[config.mk]
export PLATFORM = sky130hd
export DESIGN_NAME = tff_counter_sequencer
export DESIGN_NICKNAME = d
export VERILOG_FILES = /design/src/rtl/tff_counter_sequencer.sv
export SDC_FILE = /design/constraint.sdc
export NUM_CORES = 1
export LEC_CHECK = 0
export CORE_MARGIN = 2
export CORE_UTILIZATION = 29
export DETAILED_ROUTE_END_ITERATION = 10
export PLACE_DENSITY_LB_ADDON = 0.2
export SLEW_MARGIN = 20
export SYNTH_ARGS = -nofsm -noshare
export SYNTH_HDL_FRONTEND = slang
export SYNTH_SLANG_ARGS = --single-unit
[constraint.sdc]
create_clock -name clk -period 1.6 [get_ports clk]
set_input_delay 0.16 -clock clk [delete_from_list [all_inputs] [get_ports clk]]
set_output_delay 0.16 -clock clk [all_outputs]
set_load 0.01 [all_outputs]
[src/rtl/tff_counter_sequencer.sv]
// Up/down counter sequencer built on a bank of T flip-flops: the controller
// produces per-bit toggle enables that load, step, pause and abort the count.
module tff_counter_sequencer #(
  parameter int WIDTH = 4
) (
  input  logic             clk,
  input  logic             rst,
  input  logic             start,
  input  logic             stop,
  input  logic             dir,
  input  logic [WIDTH-1:0] limit,
  output logic [WIDTH-1:0] t_vec,
  output logic [WIDTH-1:0] count,
  output logic             busy,
  output logic             done
);

  typedef enum logic [1:0] {
    IDLE = 2'b00,
    RUN  = 2'b01,
    HOLD = 2'b10,
    DONE = 2'b11
  } state_t;

  state_t           state;
  logic [WIDTH-1:0] lim_r;
  logic             dir_r;
  logic [WIDTH-1:0] init;
  logic [WIDTH-1:0] term;

  // Increment toggles bit i when every lower bit is 1 (carry ripples through).
  function automatic logic [WIDTH-1:0] up_mask(input logic [WIDTH-1:0] c);
    logic [WIDTH-1:0] m;
    m[0] = 1'b1;
    for (int i = 1; i < WIDTH; i++) begin
      m[i] = m[i-1] & c[i-1];
    end
    return m;
  endfunction

  // Decrement toggles bit i when every lower bit is 0 (borrow ripples through).
  function automatic logic [WIDTH-1:0] dn_mask(input logic [WIDTH-1:0] c);
    logic [WIDTH-1:0] m;
    m[0] = 1'b1;
    for (int i = 1; i < WIDTH; i++) begin
      m[i] = m[i-1] & ~c[i-1];
    end
    return m;
  endfunction

  always_comb begin
    init  = dir ? '0 : limit;
    term  = dir_r ? lim_r : '0;
    t_vec = '0;
    case (state)
      IDLE: if (start && !stop) t_vec = count ^ init;
      RUN:  if (!stop && (count != term)) t_vec = dir_r ? up_mask(count) : dn_mask(count);
      default: t_vec = '0;
    endcase
  end

  assign busy = (state == RUN) || (state == HOLD);

  // T-FF bank and controller share one edge; the bank only ever moves via t_vec.
  always_ff @(posedge clk) begin
    if (rst) begin
      state <= IDLE;
      count <= '0;
      lim_r <= '0;
      dir_r <= 1'b1;
      done  <= 1'b0;
    end else begin
      count <= count ^ t_vec;
      done  <= 1'b0;
      case (state)
        IDLE: begin
          if (start && !stop) begin
            lim_r <= limit;
            dir_r <= dir;
            state <= RUN;
          end
        end
        RUN: begin
          if (stop) begin
            state <= HOLD;
          end else if (count == term) begin
            state <= DONE;
            done  <= 1'b1;
          end
        end
        HOLD: begin
          if (stop)       state <= IDLE;
          else if (start) state <= RUN;
        end
        DONE: state <= IDLE;
      endcase
    end
  end

endmodule

# Word-level counts from Yosys, hierarchy flattened

Index checks and enable logic that the tools add are counted.

Flip-flop bits (word level): 12
Input bits: 9
Output and inout bits: 10
Logic and storage cells: 44

Equality and inequality tests: 8
Multiplexer cells: 13
Bitwise operators: 10
Reduce and logical (&&, ||, !) cells: 8

Operators by type and width:

| cell               | number |
|---|---|
| $mux 4             | 5 |
| $mux 2             | 5 |
| $pmux 2 s4         | 1 |
| $pmux 4 s2         | 1 |
| $xor 4x4->4        | 2 |
| $and 1x1->1        | 4 |
| $eq 2x2->1 const B | 2 |
| $eq 4x4->1         | 1 |
| $ne 4x4->1         | 1 |
| $not 1->1          | 4 |
| $ne 3x2->1 const B | 1 |
| $ne 3x3->1 const B | 1 |
| $reduce_and 3->1   | 1 |
| $reduce_or 3->1    | 1 |
| $eq 2x1->1 const B | 1 |
| $logic_and 1x1->1  | 2 |
| $logic_not 2->1    | 1 |
| $ne 2x2->1 const B | 1 |
| $reduce_and 2->1   | 1 |
| $logic_not 1->1    | 1 |
| $logic_or 1x1->1   | 1 |
| $mux 1             | 1 |

# Logic depth before layout (Yosys ltp)

Depth after elaboration: 7
Mapped depth: 8
Depth with buffers taken out: 7

# Worst setup path before layout

Ideal clock, no wire load.

Path type: register to register
Start point: register count[3]
End point: register count[1]
Arrival: 1.570 ns
Slack: -0.092 ns
Stages on the path, launching flop included: 8
Path buffers: 2
Path through: dfxtp_1 buf_2 nand4b_1 o22a_1 a22oi_2 buf_6 o22ai_2 mux2_4

Longest elaborated chain between the ends: 5

Ends and longest elaborated chain:

| what                     | RTL line | source |
|---|---|---|
| start: declaration       | 13       | `output logic [WIDTH-1:0] count,` |
| start signal: assignment | 73       | `count <= count ^ t_vec;` |
| $ne 4x4->1               | 57       | `RUN: if (!stop && (count != term)) t_vec = dir_r ? up_mask(count) : dn_mask(count);` |
| $logic_and 1x1->1        | 57       |  |
| $mux 4                   | 57       |  |
| $pmux 4 s2               | 55       | `case (state)` |
| net t_vec[1]             | 12       | `output logic [WIDTH-1:0] t_vec,` |
| $xor 4x4->4              | 73       |  |

The timed path passes the listed nets, and every way through them passes these cells.
A chain may end at the register's enable or synchronous reset.

# Worst setup path after layout

Start point: register lim_r[0]
End point: output port t_vec[1]

Longest elaborated chain between the ends: 5

Ends and longest elaborated chain:

| what                     | RTL line | source |
|---|---|---|
| start: declaration       | 26       | `logic [WIDTH-1:0] lim_r;` |
| start signal: assignment | 78       | `lim_r <= limit;` |
| $mux 4                   | 53       | `term = dir_r ? lim_r : '0;` |
| $ne 4x4->1               | 57       |  |
| $logic_and 1x1->1        | 57       |  |
| $mux 4                   | 57       |  |
| $pmux 4 s2               | 55       |  |
| end: declaration         | 12       |  |

No other way between the ends.

==> impl_metrics.env <==
export IMPL_outcome="complete, but fails checks"
export IMPL_violations="design-rule violations, negative setup slack"
export IMPL_clk_pin_slew_worst_paths_ps=80
export IMPL_synthDistinctLibCells=40
export IMPL_start_util_pct=30.91
export IMPL_ir_drop_v=0.0008486
export IMPL_max_slew_margin_pct=74.73
export IMPL_core_area_um2=2805
export IMPL_synth_edff_count=0
export IMPL_htreeDepth=1
export IMPL_antenna_found_initial=0
export IMPL_power_density_nw_per_um2=1310
export IMPL_criticalPathCategory="reg -> out"
export IMPL_final_cell_mix="buf_4 (26), nand2_1 (13), clkdlybuf4s50_1 (13)"
export IMPL_setup_ws_ps=-165.2
export IMPL_ctsHoldBuffers=0
export IMPL_p_leak_nw=0.5604
export IMPL_path_max_fanout=4
export IMPL_num_vias=939
export IMPL_finalNetCount=167
export IMPL_grt_max_degree=9
export IMPL_total_power_mw=1.855
export IMPL_fmax_mhz=566.5
export IMPL_drive_gt1_share_pct=46.10
export IMPL_routabilityCongestion=0.7821
export IMPL_grt_pass1_wl_um=4126
export IMPL_grt_pass1_vias=907
export IMPL_grt_usage_pct=16.11
export IMPL_drt_iter0_drc=35
export IMPL_syn_to_final_growth_pct=63.35
export IMPL_fp_dieW_um=58.68
export IMPL_dp_hpwl_um=1672
export IMPL_die_y_um=58.68
export IMPL_worstPathArrival_ps=1610
export IMPL_ctsRootBufferMaster="clkbuf_4"
export IMPL_routed_wl_um=2500
export IMPL_rows=19
export IMPL_r2r_setup_slack_ps=-110
export IMPL_grt_remaining_overflow=0
export IMPL_wire_per_inst_um=13.51
export IMPL_fin_crit_ps=1765
export IMPL_netlist_area_um2=867.1
export IMPL_clk_latency_ps=290
export IMPL_avgSynthCellArea_um2=7.883
export IMPL_ys_seq_area_share_pct=27.71
export IMPL_placed_area_um2=1212
export IMPL_postSynthCellCount=110
export IMPL_grt_setup_unrepaired="yes"
export IMPL_drv_cap=0
export IMPL_cts_tree="done"
export IMPL_io_pins=19
export IMPL_synthArstFlopShare_pct=0
export IMPL_worstSetupEndpointType="output pin"
export IMPL_synth_fp_nets=122
export IMPL_worstSetupStartpointType="register"
export IMPL_drv_slew=0
export IMPL_drc_errors=1
export IMPL_postLayoutCellArea_um2=1416
export IMPL_setup_viol=7
export IMPL_yosysWarnings=0
export IMPL_fin_crit_sh_pct=110.3
export IMPL_layout_commonest_cell="buf_4"
export IMPL_io_buffer_count=18
export IMPL_ys_ff_latch=12
export IMPL_cts_made_buffers=3
export IMPL_hold_viol_final=0
export IMPL_cp_required_ps=1440
export IMPL_ant_nets=0
export IMPL_viasPerCell=5.076
export IMPL_clock_path_buffers=2
export IMPL_cts_sinks=12
export IMPL_hold_class="in -> reg"
export IMPL_fin_setup_tns_ps=-945.3
export IMPL_antennaDiodeCount=0
export IMPL_firstDrtPassIters=8
export IMPL_fp_dieArea_um2=3443
export IMPL_timing_worst_slew_pin_value_ps=369.6
export IMPL_synth_ff_type="dfxtp_1"
export IMPL_skew_ps=6.276
## cells in the mapped netlist (all sizes together), types with 2 or more instances
cell	instances	area, um^2
nand4	2	12.51
clkbuf	3	11.26
nand3	3	15.01
xnor2	4	35.03
dfxtp	12	240.2
xor2	3	26.28
nor2	7	26.28
nand2b	3	18.77
nand2	16	60.06
or4	2	15.01
ha	3	37.54
o21ai	5	25.02
nor2b	3	18.77
inv	5	18.76
a21oi	8	40.04
or3	2	12.51
nand4b	5	43.79
buf	6	47.54
## where the power goes
part	switching [mW]	internal, mW	total [mW]
Combinational	0.539	0.598	1.14
Sequential	0.0755	0.386	0.462
Clock	0.118	0.139	0.257
Total	0.732	1.12	1.86
## what timing repair did
item | in CTS | in global routing
gates cloned | 1 | 0
setup endpoints to repair | 11 | 10
resized for setup | 38 | 15
pin swaps | 6 | 7
setup buffers | 7 | 2
## flip-flops by register name (all words and copies together), names as in the netlist
signal  cells
done        1
state       2
lim_r       4
count       4
dir_r       1
## cells by family after synthesis
logic type / count (synthesis) / share of synthesized area, %
buffers and inverters: 14 / 8.945
and+or+nand+nor: 49 / 30.74
adders and majority gates: 3 / 4.329
DFF: 12 / 27.71
AOI/OAI and AO/OA: 24 / 19.48
xor gates and xnor gates: 7 / 7.071
muxes: 1 / 1.731
## worst paths after layout
path                            startpoint  endpoint  depth (start not counted)
worst max-delay path              lim_r[0]  t_vec[1]                          6
worst min-delay path              limit[0]  lim_r[0]                          3
worst max register to register    lim_r[0]  count[1]                          7
worst min register to register    lim_r[1]  lim_r[1]                          2
## worst max-delay path, cell delays in order, from the launching register on
cell and delay [ps]:
dfxtp_2 350, nand4b_1 160, o22a_1 230, a22oi_2 210, buf_6 160, o22ai_4 70, buf_6 130
## metrics by stage
| step | hold slack, ps | setup WS [ps] | std cells | utilization (%) |
|---|---|---|---|---|
| 3_5_place_dp | 479.7 | -637.4 | 173 | 43.22 |
| 3_3_place_gp | 480.8 | -582.3 | 173 | 43.22 |
| 5_1_grt | 437.9 | -247.3 | 185 | 50.49 |
| 6_report | 432.6 | -165.2 | 185 | 50.49 |
| 4_1_cts | 434.5 | -179.4 | 185 | 48.39 |
| 2_1_floorplan | 284.2 | -8.189 | 110 | - |
## metal layers
metal  track usage (%)  vias to the layer above  share of wire, %  wire, um
li1                  -                      479                 -         -
met1             19.81                      439                41      1027
met2             28.73                       19                53      1317
met3             4.615                        2               5.3       133
met4             1.948                        0              0.84        21
met5                 0                        -                 0         0
## layout make-up
type,instances,area (um^2)
clock buffer,4,36.28
inverter,5,18.77
multi-input combinational,85,658.1
timing repair buffer,48,405.4
fill,266,1389
sequential,12,259.0
tap,31,38.79
No activity file was read; power rests on OpenSTA's default activity.
